===== config.mk =====
export PLATFORM = sky130hd
export DESIGN_NAME = pipeline_hazard_ctrl
export DESIGN_NICKNAME = d
export VERILOG_FILES = /design/src/rtl/core_ctrl_pkg.sv /design/src/rtl/hazard_detect.sv /design/src/rtl/pipeline_hazard_ctrl.sv
export SDC_FILE = /design/constraint.sdc
export NUM_CORES = 1
export LEC_CHECK = 0
export ABC_CLOCK_PERIOD_IN_PS = 3000
export CAP_MARGIN = 40
export CELL_PAD_IN_SITES_DETAIL_PLACEMENT = 1
export CELL_PAD_IN_SITES_GLOBAL_PLACEMENT = 2
export CORE_ASPECT_RATIO = 0.6
export CORE_MARGIN = 8
export CORE_UTILIZATION = 23
export DETAILED_ROUTE_END_ITERATION = 7
export PLACE_DENSITY = 0.91
export SLEW_MARGIN = 20
export SYNTH_ARGS = -nofsm -noshare
export SYNTH_HDL_FRONTEND = slang
export SYNTH_SLANG_ARGS = --single-unit
export TNS_END_PERCENT = 100

===== constraint.sdc =====
create_clock -name clk -period 3 [get_ports clk]
set_clock_uncertainty 0.15 [all_clocks]
set_input_delay 0.75 -clock clk [delete_from_list [all_inputs] [get_ports clk]]
set_output_delay 0.75 -clock clk [all_outputs]
set_load 0.05 [all_outputs]

===== src/rtl/core_ctrl_pkg.sv =====
// Shared control-path types for the in-order core: hazard sequencer states and
// register-file constants.
package core_ctrl_pkg;

    typedef enum logic [1:0] {
        RUN       = 2'd0,
        MUL_WAIT  = 2'd1,
        EXC_WAIT  = 2'd2,
        EXC_FLUSH = 2'd3
    } hz_state_t;

    localparam logic [4:0] REG_ZERO = 5'd0;

endpackage


===== src/rtl/hazard_detect.sv =====
// Combinational load-use detector: a load in EX whose destination is read by the
// instruction in ID.
module hazard_detect
    import core_ctrl_pkg::*;
(
    input  logic [4:0] id_rs1,
    input  logic [4:0] id_rs2,
    input  logic       id_use_rs1,
    input  logic       id_use_rs2,
    input  logic [4:0] ex_rd,
    input  logic       ex_mem_read,
    output logic       load_use
);

    logic rs1_hit;
    logic rs2_hit;

    always_comb begin
        rs1_hit  = id_use_rs1 && (id_rs1 == ex_rd);
        rs2_hit  = id_use_rs2 && (id_rs2 == ex_rd);
        // x0 is hardwired, so a load targeting it never produces a dependency
        load_use = ex_mem_read && (ex_rd != REG_ZERO) && (rs1_hit || rs2_hit);
    end

endmodule


===== src/rtl/pipeline_hazard_ctrl.sv =====
// Stall/flush sequencer for the 5-stage core: drives PC write-enable and the
// hold/flush controls of the IF/ID, ID/EX and EX/MEM pipeline registers.
module pipeline_hazard_ctrl
    import core_ctrl_pkg::*;
#(
    parameter int unsigned MUL_LAT = 4,
    parameter int unsigned CNT_W   = 3
) (
    input  logic       clk,
    input  logic       reset,
    input  logic [4:0] id_rs1,
    input  logic [4:0] id_rs2,
    input  logic       id_use_rs1,
    input  logic       id_use_rs2,
    input  logic [4:0] ex_rd,
    input  logic       ex_mem_read,
    input  logic       ex_mispredict,
    input  logic       ex_mul_start,
    input  logic       i_cache_stall,
    input  logic       d_cache_stall,
    input  logic       rob_full,
    input  logic       exc_valid,
    output logic       pc_write,
    output logic       pc_sel_exc,
    output logic       exc_ack,
    output logic       ifid_stall,
    output logic       ifid_flush,
    output logic       idex_stall,
    output logic       idex_flush,
    output logic       exmem_stall,
    output logic       exmem_flush
);

    localparam logic [CNT_W-1:0] MUL_HOLD = CNT_W'(MUL_LAT - 1);

    hz_state_t        state_q, state_d;
    logic [CNT_W-1:0] mul_cnt_q, mul_cnt_d;
    logic             load_use;

    hazard_detect u_hazard_detect (
        .id_rs1      (id_rs1),
        .id_rs2      (id_rs2),
        .id_use_rs1  (id_use_rs1),
        .id_use_rs2  (id_use_rs2),
        .ex_rd       (ex_rd),
        .ex_mem_read (ex_mem_read),
        .load_use    (load_use)
    );

    always_ff @(posedge clk) begin
        if (reset) begin
            state_q   <= RUN;
            mul_cnt_q <= '0;
        end else begin
            state_q   <= state_d;
            mul_cnt_q <= mul_cnt_d;
        end
    end

    always_comb begin
        state_d     = state_q;
        mul_cnt_d   = mul_cnt_q;
        pc_write    = 1'b1;
        pc_sel_exc  = 1'b0;
        exc_ack     = 1'b0;
        ifid_stall  = 1'b0;
        ifid_flush  = 1'b0;
        idex_stall  = 1'b0;
        idex_flush  = 1'b0;
        exmem_stall = 1'b0;
        exmem_flush = 1'b0;

        unique case (state_q)
            RUN: begin
                if (exc_valid && d_cache_stall) begin
                    state_d     = EXC_WAIT;
                    pc_write    = 1'b0;
                    ifid_stall  = 1'b1;
                    idex_stall  = 1'b1;
                    exmem_stall = 1'b1;
                end else if (exc_valid) begin
                    state_d = EXC_FLUSH;
                end else if (d_cache_stall) begin
                    // A pending mispredict stays in EX and is acted on once the miss clears
                    pc_write    = 1'b0;
                    ifid_stall  = 1'b1;
                    idex_stall  = 1'b1;
                    exmem_stall = 1'b1;
                end else if (ex_mispredict) begin
                    ifid_flush = 1'b1;
                    idex_flush = 1'b1;
                end else if (ex_mul_start) begin
                    state_d     = MUL_WAIT;
                    mul_cnt_d   = MUL_HOLD;
                    pc_write    = 1'b0;
                    ifid_stall  = 1'b1;
                    idex_stall  = 1'b1;
                    exmem_flush = 1'b1;
                end else if (load_use || rob_full) begin
                    pc_write   = 1'b0;
                    ifid_stall = 1'b1;
                    idex_flush = 1'b1;
                end else if (i_cache_stall) begin
                    pc_write   = 1'b0;
                    ifid_flush = 1'b1;
                end
            end

            MUL_WAIT: begin
                pc_write   = 1'b0;
                ifid_stall = 1'b1;
                idex_stall = 1'b1;
                if (d_cache_stall) begin
                    exmem_stall = 1'b1;
                end else begin
                    exmem_flush = 1'b1;
                end
                if (exc_valid) begin
                    state_d = d_cache_stall ? EXC_WAIT : EXC_FLUSH;
                end else if (!d_cache_stall) begin
                    mul_cnt_d = mul_cnt_q - 1'b1;
                    if (mul_cnt_q == CNT_W'(1)) begin
                        state_d = RUN;
                    end
                end
            end

            EXC_WAIT: begin
                pc_write    = 1'b0;
                ifid_stall  = 1'b1;
                idex_stall  = 1'b1;
                exmem_stall = 1'b1;
                if (!d_cache_stall) begin
                    state_d = EXC_FLUSH;
                end
            end

            EXC_FLUSH: begin
                pc_sel_exc  = 1'b1;
                exc_ack     = 1'b1;
                ifid_flush  = 1'b1;
                idex_flush  = 1'b1;
                exmem_flush = 1'b1;
                state_d     = RUN;
            end

            default: state_d = RUN;
        endcase

        if (reset) begin
            pc_write    = 1'b0;
            pc_sel_exc  = 1'b0;
            exc_ack     = 1'b0;
            ifid_stall  = 1'b0;
            idex_stall  = 1'b0;
            exmem_stall = 1'b0;
            ifid_flush  = 1'b1;
            idex_flush  = 1'b1;
            exmem_flush = 1'b1;
        end
    end

endmodule

# Word level (Yosys, flattened, before mapping)
# Index checks and enable logic that the tools add are counted.
# word_totals
reg_bits	5
inputBits	26
output_inout_bits	9
# op_classes
n_addsub	1
n_eq_ne	19
n_mux	72
reduce_logical	13
# ops
cell	n
$mux 1	47
$mux 3	7
$mux 2	9
$ne 2x2->1 const B	8
$ne 4x4->1 const B	3
$eq 5x5->1	2
$pmux 1 s2	5
$pmux 2 s4	1
$reduce_and 8->1	1
$ne 3x3->1 const B	2
$pmux 1 s3	2
$pmux 3 s2	1
$reduce_and 6->1	1
$logic_and 1x1->1	5
$reduce_bool 5->1	1
$eq 2x2->1 const B	2
$eq 3x1->1 const B	1
$sub 3x1->3 const B	1
$eq 2x1->1 const B	1
$logic_not 2->1	1
$logic_or 1x1->1	2
$reduce_bool 2->1	1
$reduce_or 2->1	1

# Depth between registers and ports, before layout
# Gate-level depths: netlist (run 1).
# depth
word_depth	13
mapped_depth	7

# Modules after synthesis
# From an unflattened synthesis (run 1), not the netlist that was laid out.
# unflattened
cells_unflattened	95
area_unflattened_um2	753.2
# by_module_without_submodules
mod	n_inst	cells_each	area_per_inst_um2	seq_area_each_um2
pipeline_hazard_ctrl	1	78	619.3	100.1
hazard_detect	1	17	133.9	0.0

# Least setup slack after synthesis (run 1)
# Ideal clock, no wire load.
# synth_path
path_type	in2out
from	input ex_mispredict
to	output ifid_stall
arrival_time_ns	2.559
path_slack_ns	-0.459
cell_stages	4
path_buffers	0
path_cell_list	or4b_1 > a21oi_1 > nand2_1 > o21ai_0
# synth_via
elab_chain_cells	6
# synth_lines
item	line	text
from (decl)	pipeline_hazard_ctrl.sv:17	input logic ex_mispredict,
$mux 1	pipeline_hazard_ctrl.sv:89	end else if (ex_mispredict) begin
$mux 1	pipeline_hazard_ctrl.sv:83	end else if (d_cache_stall) begin
$mux 1	pipeline_hazard_ctrl.sv:81	end else if (exc_valid) begin
$mux 1	pipeline_hazard_ctrl.sv:75	if (exc_valid && d_cache_stall) begin
$pmux 1 s2	pipeline_hazard_ctrl.sv:73	unique case (state_q)
$mux 1	pipeline_hazard_ctrl.sv:150	if (reset) begin
to (decl)	pipeline_hazard_ctrl.sv:26	output logic ifid_stall,
# Every way passes these cells.

# Worst setup path after layout (run 1)
# layout_path
from	input rob_full
to	output pc_write
# layout_via
elab_chain_cells	9
# layout_lines
item	line	text
from (decl)	pipeline_hazard_ctrl.sv:21	input logic rob_full,
$logic_or 1x1->1	pipeline_hazard_ctrl.sv:99	end else if (load_use || rob_full) begin
$mux 1	pipeline_hazard_ctrl.sv:99	
$mux 1	pipeline_hazard_ctrl.sv:92	end else if (ex_mul_start) begin
$mux 1	pipeline_hazard_ctrl.sv:89	
$mux 1	pipeline_hazard_ctrl.sv:83	
$mux 1	pipeline_hazard_ctrl.sv:81	
$mux 1	pipeline_hazard_ctrl.sv:75	
$pmux 1 s2	pipeline_hazard_ctrl.sv:73	
$mux 1	pipeline_hazard_ctrl.sv:150	
to (decl)	pipeline_hazard_ctrl.sv:23	output logic pc_write,
# Every way passes these cells.

==> impl_metrics.py, run 1 <==
metrics = {
    "run_status": {
        "status": "finished clean",
    },
    "clock_tree": {
        "clockBufferDepth": 2,
        "cts_root_buf": "clkbuf_8",
        "clkTransAtPathRegs_ns": 0.04,
        "cts_htree_levels": 1,
        "cts.sinks": 5,
        "numCtsBuffers": 3,
        "cts_tree": "yes",
        "clk_latency_ns": 0.22,
    },
    "cells_and_area": {
        "nets": 193,
        "n_antenna_cell": 0,
        "fin_cells": 205,
        "area_growth_syn_to_layout_pct": 80.1,
        "utilization_pct": 43.9,
        "final_area_mm2": 0.00145,
        "drive_gt1_share_pct": 30.6,
    },
    "synth": {
        "avgSynthCellArea_um2": 7.19,
        "synth_nets": 144,
        "synth.top_cell.area_share_pct": 12.4,
        "synthCells": 112,
        "synth-async-reset-ratio_pct": 0,
        "ys_warn_count": 0,
        "synthAdderAreaFrac_pct": 9.32,
        "synth-compound-area-share_pct": 33.7,
        "syn-cell-area_um2": 806,
        "synth_top_family_by_area": "compound AO/OA/AOI/OAI gates",
        "synth-simple-area-share_pct": 25.8,
        "muxShareOfSynthArea_pct": 0,
        "seq_area_frac_synth_pct": 12.4,
        "synth_ff_type": "dfxtp_1",
        "synth_seq_cells": 5,
        "synth_area_leaders": "dfxtp_1 12%, xnor2_1 11%, ha_1 9.3%",
        "synthTopCellsByCount": "12 x a21oi_1, 10 x inv_1, 10 x xnor2_1",
        "synth_xor_area_share_pct": 10.9,
        "synth_edf_count": 0,
        "yosys.area.top_type": "dfxtp_1",
        "yosysMostFrequentCell": "a21oi_1",
        "yosysUniqueCellTypes": 37,
    },
    "timing": {
        "fin_crit_ns": 2.94,
        "max_freq_mhz": 340,
        "final-hold-violation-count": 0,
        "slew_headroom_pct": 74.5,
        "setup_viol": 0,
        "tightest_slew_ns": 0.382,
        "min_period_over_period_pct": 98.1,
        "worst_hold_slack_ns": 0.384,
        "final_max_slew_viol_count": 0,
        "setup_slack_ns": 0.0575,
    },
    "placement": {
        "gp_congestion": 0.876,
        "io_buffer_count": 34,
        "place_area_mm2": 0.00138,
        "dp_slack_ns": -0.336,
        "hpwl_um": 2960,
        "dp.cells": 201,
    },
    "critical_path": {
        "critPathLaunchType": "input pin",
        "cp_data_arrival_time_ns": 2.04,
        "crit_type": "input pin to primary output",
        "startpoint": "rob_full",
        "worst-path-max-fanout": 2,
        "cp_cell_sequence": "clkdlybuf4s50_1 > nor2_2 > nand4_1 > o22a_1 > o21ai_2 > buf_12",
        "critical_path_buf_inv_count": 2,
        "required_ns": 2.10,
        "reg2reg_setup_slack_ns": 1.02,
        "r2r-end": "mul_cnt_q[2]$_SDFFE_PP0P_",
        "cpLargestDelayFamily": "buffers and inverters",
        "crit_end": "pc_write",
        "end_kind": "primary output",
        "worstSetupPathDepth": 6,
        "slowest_delay_ns": 0.46,
        "reg2reg_from": "state_q[0]$_SDFFE_PP0P_",
        "crit_path_top_delay_cell": "clkdlybuf4s50_1",
        "reg2reg_depth": 7,
    },
    "global_route": {
        "grt_pass1_wl_um": 5530,
        "antenna_found_initial": 0,
        "grt_pass1_vias": 1060,
        "track_usage_pct": 12.3,
        "grt_max_degree": 16,
        "overflow": 0,
    },
    "drt": {
        "firstDrtPassIters": 4,
        "drc": 0,
        "viasPerCell": 4.89,
        "dr_total_vias": 1003,
        "antenna_left": 0,
        "initialDrtViolationCount": 80,
        "wl_per_cell_um": 17.1,
        "wl_um": 3500,
    },
    "die": {
        "ios": 35,
        "coreArea_mm2": 0.00330,
        "initial_core_util_pct": 24.4,
        "die_w_um": 92.4,
        "rows": 16,
        "dieArea_mm2": 0.00572,
        "die_h_um": 61.8,
    },
    "power": {
        "p_per_area_mw_per_mm2": 742,
        "ir_drop_uv": 307,
        "p_leak_nw": 0.597,
    },
    "run": {
        "maxCapViolCount": 0,
    },
    "worst_hold_path": {
        "hp-class": "flip-flop to flip-flop",
    },
}
==> cell families after synthesis <==
| kind of cell | after synthesis |
|---|---|
| adder cells (fa/ha/maj) | 6 |
| flip-flops | 5 |
| AO/OA/AOI/OAI | 41 |
| buffers and inverters | 15 |
| XOR/XNOR | 10 |
| AND/OR/NAND/NOR | 35 |
==> repair_timing <==
item	in CTS	in global routing
pin swaps	20	8
buffers inserted	0	0
gates resized for setup	37	6
hold buffers	0	0
setup endpoints to repair	5	2
==> how the worst min path moves through the flow <==
stage | start | end | slack, ns | cells after the start
after floorplan | mul_cnt_q[1]$_SDFFE_PP0P_ | mul_cnt_q[1]$_SDFFE_PP0P_ | 0.34 | 2
after global placement | mul_cnt_q[1]$_SDFFE_PP0P_ | mul_cnt_q[1]$_SDFFE_PP0P_ | 0.35 | 2
after detailed placement | mul_cnt_q[1]$_SDFFE_PP0P_ | mul_cnt_q[1]$_SDFFE_PP0P_ | 0.37 | 2
after CTS | mul_cnt_q[1]$_SDFFE_PP0P_ | mul_cnt_q[1]$_SDFFE_PP0P_ | 0.38 | 2
after global routing | mul_cnt_q[1]$_SDFFE_PP0P_ | mul_cnt_q[1]$_SDFFE_PP0P_ | 0.42 | 2
final | mul_cnt_q[1]$_SDFFE_PP0P_ | mul_cnt_q[1]$_SDFFE_PP0P_ | 0.38 | 2
==> per-layer routing <==
layer / up-vias / routed length (um) / track usage, %
met2: 6 / 1750 / 23.1
li1: 500 / - / -
met3: 0 / 49 / 2.16
met4: 0 / 0 / 0.682
met1: 497 / 1700 / 15.3
met5: - / 0 / 0
==> where the power goes <==
part / internal, W / total (W) / switching (W) / leakage (nW)
Sequential: 0.0000914 / 0.000114 / 0.0000225 / 0.0411
Clock: 0.0000913 / 0.000126 / 0.0000342 / 0.0228
Combinational: 0.000367 / 0.000837 / 0.000470 / 0.533
==> worst register-to-register path: stages (launching register included) <==
cell and delay [ns]:
dfxtp_1 0.37, inv_1 0.10, ha_1 0.26, buf_4 0.20
or2_2 0.30, o21a_1 0.18, a31o_2 0.22, a21oi_1 0.12
==> final cells by class <==
type	count	area (um2)
multi-input cells	92	704
clock buffers	4	45.0
well taps	45	56.3
fillers	406	1850
flip-flops and latches	5	100
repair buffers	49	508
inverters	10	37.5
==> placed cells by master (no fill, tap or decap), types with 4 or more instances in the layout <==
| cell | instances |
|---|---|
| ha_1 | 6 |
| clkdlybuf4s50_1 | 5 |
| a211oi_1 | 4 |
| buf_4 | 16 |
| nand2b_1 | 4 |
| inv_1 | 10 |
| xnor2_1 | 8 |
| nand4_1 | 4 |
| nand2_1 | 4 |
| dlygate4sd2_1 | 14 |
| buf_12 | 8 |
| a21oi_1 | 10 |
| nor2_1 | 5 |
| dfxtp_1 | 5 |
==> flip-flops by register name, indices dropped and copies added, names as in the netlist <==
register   count
state_q        2
mul_cnt_q      3
==> metrics by stage <==
step | setup TNS [ns] | power (W)
2_1_floorplan | -0.0973 | 0.000606
3_3_place_gp | -1.18 | 0.000907
3_5_place_dp | -1.32 | 0.000930
4_1_cts | 0 | 0.00107
5_1_grt | -0.00860 | 0.00116
6_report | 0 | 0.00108
No activity file was read; power rests on OpenSTA's default activity.
==> run 2: changes to the inputs <==
CAP_MARGIN = not set   (was 40)
GPL_TIMING_DRIVEN = 0   (was not set)
==> impl_metrics.py, run 2 (synthesis gave the netlist of run 1 again) <==
metrics = {
    "cells_and_area": {
        "regMostFlops": "mul_cnt_q",
        "drive_gt1_share_pct": 28.1,
        "nets": 186,
        "area_growth_syn_to_layout_pct": 56.1,
        "n_antenna_cell": 0,
        "n_fill_cell": 428,
        "reg.largest.list": "mul_cnt_q (3), state_q (2)",
        "mostFrequentLayoutCells": "10 x inv_1, 10 x a21oi_1, 10 x xnor2_1, 10 x dlygate4sd2_1, 8 x clkbuf_2",
        "largest_register_ffs": 3,
    },
    "placement": {
        "gp_congestion": 0.727,
        "hpwl_um": 2690,
        "dp_slack_ns": -1.01,
        "io_buffer_count": 34,
    },
    "clock_tree": {
        "numCtsBuffers": 3,
        "cts.sinks": 5,
        "clkTransAtPathRegs_ns": 0.04,
        "cts_hold_buf": 0,
        "cts_tree": "yes",
        "cts_root_buf": "clkbuf_8",
        "clockBufferDepth": 2,
        "clk_latency_ns": 0.22,
        "cts_htree_levels": 1,
    },
    "drt": {
        "viasPerCell": 5.02,
        "initialDrtViolationCount": 80,
        "firstDrtPassIters": 4,
        "dr_total_vias": 993,
        "antenna_left": 0,
        "wl_per_cell_um": 16.9,
        "drc": 0,
        "wl_um": 3340,
    },
    "timing": {
        "rsz0062_at_grt": "false",
        "setup_viol": 0,
        "min_period_over_period_pct": 98.4,
        "fin_crit_ns": 2.95,
        "worst_hold_slack_ns": 0.419,
        "setup_slack_ns": 0.0484,
        "tightest_slew_ns": 0.489,
        "final-hold-violation-count": 0,
        "final_max_slew_viol_count": 0,
        "slew_headroom_pct": 67.6,
        "max_freq_mhz": 339,
    },
    "global_route": {
        "grt_pass1_vias": 1020,
        "track_usage_pct": 11.9,
        "antenna_found_initial": 0,
        "grt_max_degree": 11,
        "overflow": 0,
        "grt_pass1_wl_um": 5310,
    },
    "die": {
        "die_w_um": 92.4,
        "dieArea_mm2": 0.00572,
        "rows": 16,
        "coreArea_mm2": 0.00330,
        "initial_core_util_pct": 24.4,
        "ios": 35,
        "die_h_um": 61.8,
    },
    "power": {
        "switchingPower_w": 0.000521,
        "p_per_area_mw_per_mm2": 778,
        "switching_share_pct": 53.3,
        "total_power_w": 0.000978,
        "ir_drop_uv": 211,
        "pwr-share-clk_pct": 12.7,
        "p_leak_nw": 0.529,
        "power_frac_seq_pct": 11.9,
        "p_int_w": 0.000457,
        "comb_power_share_pct": 75.4,
    },
    "worst_hold_path": {
        "hp-class": "flip-flop to flip-flop",
    },
    "critical_path": {
        "critPathLaunchType": "input pin",
        "worst-path-max-fanout": 3,
        "required_ns": 2.10,
        "end_kind": "primary output",
        "cp_data_arrival_time_ns": 2.05,
        "crit_type": "input pin to primary output",
    },
    "run_status": {
        "status": "finished clean",
    },
    "run": {
        "maxCapViolCount": 0,
    },
}
run 2: cell count changes in the layout (fill, tap and decap cells not counted), sizes merged:
| cell | previous run | this run |
|---|---|---|
| clkdlybuf4s15 | 2 | 0 |
| dlygate4sd2 | 14 | 10 |
| dlymetal6s2s | 1 | 2 |
| clkbuf | 4 | 12 |
| clkinv | 0 | 1 |
| buf | 27 | 16 |
run 2: area by class of cell:
cell class                      instances  area, um2  area share, %
Buffer                                  5       33.8           2.69
Clock buffer                            3       41.3           3.28
Inverter                               10       37.5           2.99
Tap cell                               45       56.3           4.48
Sequential cell                         5        100           7.96
Timing Repair Buffer                   37        297           23.6
Multi-Input combinational cell         92        687           54.6
Clock inverter                          1       5.00          0.398
run 2: per-layer routing:
layer	up-vias	GRT usage, %	share of wire [%]
met5	-	0	0
met4	0	3.41	1.4
met3	4	3.00	2.9
met2	14	20.5	50
met1	484	14.5	46
li1	491	-	-
run 2: worst max-delay path, cell delays in order:
cell	delay, ns
buf_2	0.13
or4_4	0.52
o21a_4	0.22
o22a_1	0.17
o21ai_2	0.08
buf_6	0.18
run 2: what timing repair did:
action / CTS / global route
setup endpoints to repair: 9 / 8
gates resized for setup: 77 / 22
setup buffers: 2 / 1
pin swaps: 14 / 8
run 2: path summary, 6_finish.rpt:
path | startpoint | end | slack, ns | cells after the start
hold / removal | mul_cnt_q[2]$_SDFFE_PP0P_ | mul_cnt_q[2]$_SDFFE_PP0P_ | 0.42 | 3
setup reg to reg | state_q[1]$_SDFFE_PP0P_ | mul_cnt_q[0]$_SDFFE_PP0P_ | 1.06 | 7
hold reg to reg | mul_cnt_q[2]$_SDFFE_PP0P_ | mul_cnt_q[2]$_SDFFE_PP0P_ | 0.42 | 3
setup / recovery | ex_rd[1] | pc_write | 0.05 | 6
run 2: power groups by stage:
stage / Combinational [W] / Sequential, W / Clock, W
global placement: 0.000687 / 0.000111 / 0
global route: 0.000798 / 0.000119 / 0.000135
detailed placement: 0.000718 / 0.000116 / 0
floorplan: 0.000499 / 0.000107 / 0
CTS: 0.000720 / 0.000117 / 0.000128
finish: 0.000737 / 0.000116 / 0.000125
run 2: per-stage QoR:
step	utilization (%)	cell area [um2]	cells	setup TNS [ns]
after floorplan	-	820	112	-0.0973
after global placement	36.8	1220	191	-6.58
after detailed placement	36.8	1220	191	-6.76
after CTS	38.2	1260	197	-0.00466
after global routing	38.1	1260	198	0
final	38.1	1260	198	0
==> patch 1, RTL diff (settings of run 1) <==
The package constant `REG_ZERO` goes from 5'd0 to 5'd1.
--- a/src/rtl/core_ctrl_pkg.sv
+++ b/src/rtl/core_ctrl_pkg.sv
@@ -10,5 +10,5 @@
     } hz_state_t;
 
-    localparam logic [4:0] REG_ZERO = 5'd0;
+    localparam logic [4:0] REG_ZERO = 5'd1;
 
 endpackage
Formal check against the unedited RTL: not equivalent (a bounded check fails within 4 cycles, from zero or initial values and one cycle with reset high).
==> patch 1 against run 1 <==
The flow now finishes with violations (negative setup slack). Setup slack got worse by 65 ps. Die area rose by 0.62%. Fmax fell by 2.1%. Synthesized area rose by 0.78%. Power rose by 4.4%. Routed wire length rose by 10%. Sequential cell count did not move. Design area rose by 0.78%. Utilization rose by 0.074 points.
==> patch 1: results (changes against run 1) <==
| Metric | Value |
|---|---|
| Outcome | finished with violations (was complete, no violations) |
| Failing checks | negative setup slack |
| First-pass GRT wire length | 5816 um (was 5526 um) |
| Vias/cell | 5.221 (was 4.893) |
| Routability-driven placement congestion ratio | 0.7997 (was 0.8760) |
| VDD IR max | 268.6 uV (was 306.6 uV) |
| Final worst slack | -7.132 ps (was 57.46 ps) |
| Reg-to-Reg End | mul_cnt_q[1] (was mul_cnt_q[2]) |
| Area contributors post-synth | dfxtp_1, xnor2_1, ha_1, a21oi_1, inv_1 (unchanged) |
| M3 GR Usage | 2.518% (was 2.158%) |
| Fin cells | 204 (was 205) |
| LEAKAGE | 0.5979 nW (was 0.5970 nW) |
| Worst slew margin | 68.77% (was 74.47%) |
| CP max stage delay | 440 ps (was 460 ps) |
| Routed len/inst | 18.86 um (was 17.05 um) |
| Final setup viols | 1 (was 0) |
| Met1 Use GR | 15.98% (was 15.31%) |
| Fin Setup TNS | -7.132 ps (was 0 ps) |
| Initial DRC Count | 53 (was 80) |
| Worst EP arrival | 2110 ps (was 2040 ps) |
| Reg2reg setup slack | 1080 ps (was 1020 ps) |
| GR Util All Layers | 13.01% (was 12.33%) |
| M2 GR Usage | 23.68% (was 23.08%) |
| Dpl hpwl | 3012 um (was 2956 um) |
| Share of cells above drive strength 1 | 32.08% (was 30.63%) |
| Final #Nets | 192 (was 193) |
| Seq/Total Area, Yosys | 12.33% (was 12.42%) |
| Vias in the first global route | 1,107 (was 1,060) |
[patch 1: cell types whose count changed in the layout (fill, tap and decap cells not counted), sizes merged, moves of 2 or more]
cell,change
clkdlybuf4s50,-2
buf,-6
clkbuf,+9
dlygate4sd2,-4
[patch 1: worst min-delay path by stage]
| stage | start | endpoint | slack, ps | cells past startpoint |
|---|---|---|---|---|
| CTS | mul_cnt_q[1] | mul_cnt_q[1] | 380 | 2 |
| global placement | mul_cnt_q[1] | mul_cnt_q[1] | 350 | 2 |
| floorplan | mul_cnt_q[1] | mul_cnt_q[1] | 340 | 2 |
| global route | mul_cnt_q[2] | mul_cnt_q[2] | 450 | 3 |
| finish | mul_cnt_q[1] | mul_cnt_q[1] | 390 | 2 |
| detailed placement | mul_cnt_q[1] | mul_cnt_q[1] | 380 | 2 |
[patch 1: worst register-to-register path: stages (launching register included)]
cell      delay [ps]
dfxtp_1          350
inv_1            120
ha_2             260
buf_4            200
or2_1            140
o21a_1           230
a21oi_1           90
a311oi_1         270
[patch 1: power breakdown]
part           leakage [nW]  internal, W  total [W]  switching [W]
Sequential           0.0411    0.0000914   0.000115      0.0000232
Clock                0.0228    0.0000913   0.000125      0.0000338
Combinational         0.534     0.000385   0.000885       0.000499
Total                 0.598     0.000568    0.00112       0.000556
[patch 1: cell families (layout without fill, tap and decap cells)]
logic type	Yosys count	after routing	synth area share [%]
and+or+nand+nor	35	35	24.96
xor gates and xnor gates	10	10	10.79
AOI/OAI and AO/OA	41	41	34.82
DFF	5	5	12.33
adders and majority gates	6	6	9.245
buffers and inverters	15	62	7.858
[patch 1: metal layers]
layer  vias up  part of all wire [%]
met2        23                    50
met4         0                   1.2
li1        499                     -
met1       539                    46
met5         -                     0
met3         4                   2.8
[patch 1: what timing repair did]
action | CTS | global route
gates resized for setup | 27 | 27
cloned | 0 | 0
pin swaps | 19 | 15
setup buffers | 2 | 4
setup endpoints to repair | 6 | 4
[patch 1: layout make-up]
| cell class | count | area, um2 |
|---|---|---|
| well taps | 45 | 56.30 |
| inverters | 10 | 41.29 |
| clock buffers | 4 | 45.04 |
| multi-input cells | 92 | 713.2 |
| repair buffers | 48 | 506.7 |
| flip-flops and latches | 5 | 100.1 |
| fillers | 411 | 1861 |
[patch 1: through the flow]
stage / hold slack [ps] / instance area, um2 / setup slack [ps]
after floorplan: 342.2 / 832.0 / 12.19
after global placement: 354.7 / 1346 / -244.7
after detailed placement: 378.6 / 1346 / -245.5
after CTS: 384.7 / 1413 / 1.144
after global routing: 448.3 / 1463 / -33.29
final: 390.1 / 1463 / -7.132
==> patch 2, RTL diff (settings of run 1) <==
Without the edit above. Reset style: asynchronous (`reset`), changed in one clocked block.
--- a/src/rtl/pipeline_hazard_ctrl.sv
+++ b/src/rtl/pipeline_hazard_ctrl.sv
@@ -48,5 +48,5 @@
     );
 
-    always_ff @(posedge clk) begin
+    always_ff @(posedge clk or posedge reset) begin
         if (reset) begin
             state_q   <= RUN;
Formal check against the unedited RTL: no difference found for any inputs over 10 cycles, from zero or initial values and one cycle with reset high; that may be too few to reach the edited logic, so the function may still have changed.
==> patch 2 against run 1 <==
The flow now finishes with violations (negative setup slack). Design area fell by 0.34%. Sequential cell count is the same. Power grew 5.7%. Clock power about the same. Setup slack got worse by 240 ps. Synthesized area shrank 13%. Routed wire length rose by 8.4%. Via count is 2.9% lower.
==> patch 2: results (changes against run 1) <==
| Metric | Value |
|---|---|
| Min-Delay Path Depth | 2 (unchanged) |
| Synth warn | 0 (unchanged) |
| Seq/Total Area, Yosys | 17.83% (was 12.42%) |
| Worst slew margin | 59.06% (was 74.47%) |
| Final setup viols | 4 (was 0) |
| Area contributors post-synth | dfrtp_1, xnor2_1, ha_1, nand2_1, o21ai_0 (was dfxtp_1, xnor2_1, ha_1, a21oi_1, inv_1) |
| Vias/cell | 5.181 (was 4.893) |
| Critical Path Start | ex_rd[1] (was rob_full) |
| GR Util All Layers | 15.41% (was 12.33%) |
| Largest net degree at the start of global routing | 11 (was 16) |
| CP Capture Point | ifid_flush (was pc_write) |
| Initial antenna violation count | 0 (unchanged) |
| Vias in the first global route | 1,061 (was 1,060) |
| First-pass GRT wire length | 5982 um (was 5526 um) |
| Placed Instance Area | 1299 um2 (was 1380 um2) |
| Initial DRC Count | 90 (was 80) |
| Dpl hpwl | 2870 um (was 2956 um) |
| Outcome | finished with violations (was complete, no violations) |
| Asr flop ratio synth | 100.0% (was 0%) |
| CTS max path bufs | 2 (unchanged) |
| Failing checks | negative setup slack |
| Worst EP arrival | 2290 ps (was 2040 ps) |
| Fillers | 346 (was 406) |
| Routability-driven placement congestion ratio | 0.8047 (was 0.8760) |
| Combinational power share | 78.6% (was 77.8%) |
| Final #Nets | 179 (was 193) |
| Final worst slack | -187.1 ps (was 57.46 ps) |
| CP max FO | 3 (was 2) |
| Worst-Skew Late Latency | 220 ps (about the same) |
| Hold path endpoint | mul_cnt_q[1] (unchanged) |
| Total iterations of the first detailed-routing run | 4 (unchanged) |
| IO Port Bufs | 34 (unchanged) |
| Slowest cell on the critical path | or4_4 (was clkdlybuf4s50_1) |
| Reg-to-Reg End | mul_cnt_q[2] (unchanged) |
| Root Driver | clkbuf_8 (unchanged) |
| CP max stage delay | 550 ps (was 460 ps) |
| TritonCTS Buffers | 3 (unchanged) |
| LEAKAGE | 0.6439 nW (was 0.5970 nW) |
| Hold slack | 403.8 ps (was 384.2 ps) |
| Clock power frac | 11.1% (was 11.7%) |
| H-tree depth | 1 (unchanged) |
| VDD IR max | 254.5 uV (was 306.6 uV) |
| Top Registers | mul_cnt_q (3), state_q (2) (unchanged) |
| Share of cells above drive strength 1 | 39.04% (was 30.63%) |
| Reg2reg setup slack | 880 ps (was 1020 ps) |
| Top cells by count, synth | nand2_1, xnor2_1, inv_1 (was a21oi_1, inv_1, xnor2_1) |
| WL final | 3791 um (was 3496 um) |
| HP Class | flop to flop (unchanged) |
| Reg-to-reg startpoint | state_q[1] (was state_q[0]) |
| Distinct cells, synth | 29 (was 37) |
| Reg2reg path depth | 6 (was 7) |
| Hold_sp | mul_cnt_q[1] (unchanged) |
| Delay-heaviest family, CP | compound AO/OA/AOI/OAI gates (was buffers and inverters) |
| Syn nets | 126 (was 144) |
| Antenna fix cells | 0 (unchanged) |
| Int Pwr | 0.0005658 W (was 0.0005499 W) |
==> patch 2: changes by cell type after synthesis, moves of 3 or more <==
cell / run 1 / this run
dfrtp_1: 0 / 5
nor3_1: 4 / 1
a21oi_1: 12 / 7
nand2_1: 4 / 11
o21ai_0: 4 / 8
dfxtp_1: 5 / 0
==> patch 2: routing by layer <==
metal | up-vias | track usage, % | wire length (um)
li1 | 438 | - | -
met1 | 484 | 18.26 | 1530
met2 | 42 | 27.36 | 1954
met3 | 10 | 2.774 | 208
met4 | 0 | 5.097 | 97
met5 | - | 0 | 0
==> patch 2: cell families after synthesis <==
kind of cell	after synthesis	share of synthesized area [%]
adders and majority gates	6	10.69
and+or+nand+nor	27	18.89
xor gates and xnor gates	10	12.48
AOI/OAI and AO/OA	31	29.23
DFF	5	17.83
muxes	2	3.208
buffers and inverters	13	7.665
==> patch 2: what timing repair did <==
item	in CTS	in global routing
setup buffers	1	2
hold endpoints to repair	0	0
hold buffers	0	0
endpoints found under the setup margin	6	5
pin swaps	13	17
resized for setup	45	13
==> patch 2: through the flow <==
stage               total power (W)  utilization, %  instances  setup slack, ps  setup TNS [ps]
CTS                        0.001107           48.48        188           -145.5          -391.3
floorplan                 0.0005869               -         94         -0.07927        -0.07927
finish                     0.001137           50.04        188           -187.1          -595.8
global route               0.001199           50.04        188           -209.7          -682.1
detailed placement        0.0009353           44.94        183           -589.3           -2263
global placement          0.0009059           44.94        183           -513.8           -1888
==> patch 2: final cells by class <==
cell class	instances	area, um2	share of cell area (%)
well taps	42	52.55	3.633
flip-flops and latches	5	125.1	8.651
multi-input cells	76	651.9	45.07
repair buffers	52	538.0	37.20
inverters	9	33.78	2.336
clock buffers	4	45.04	3.114
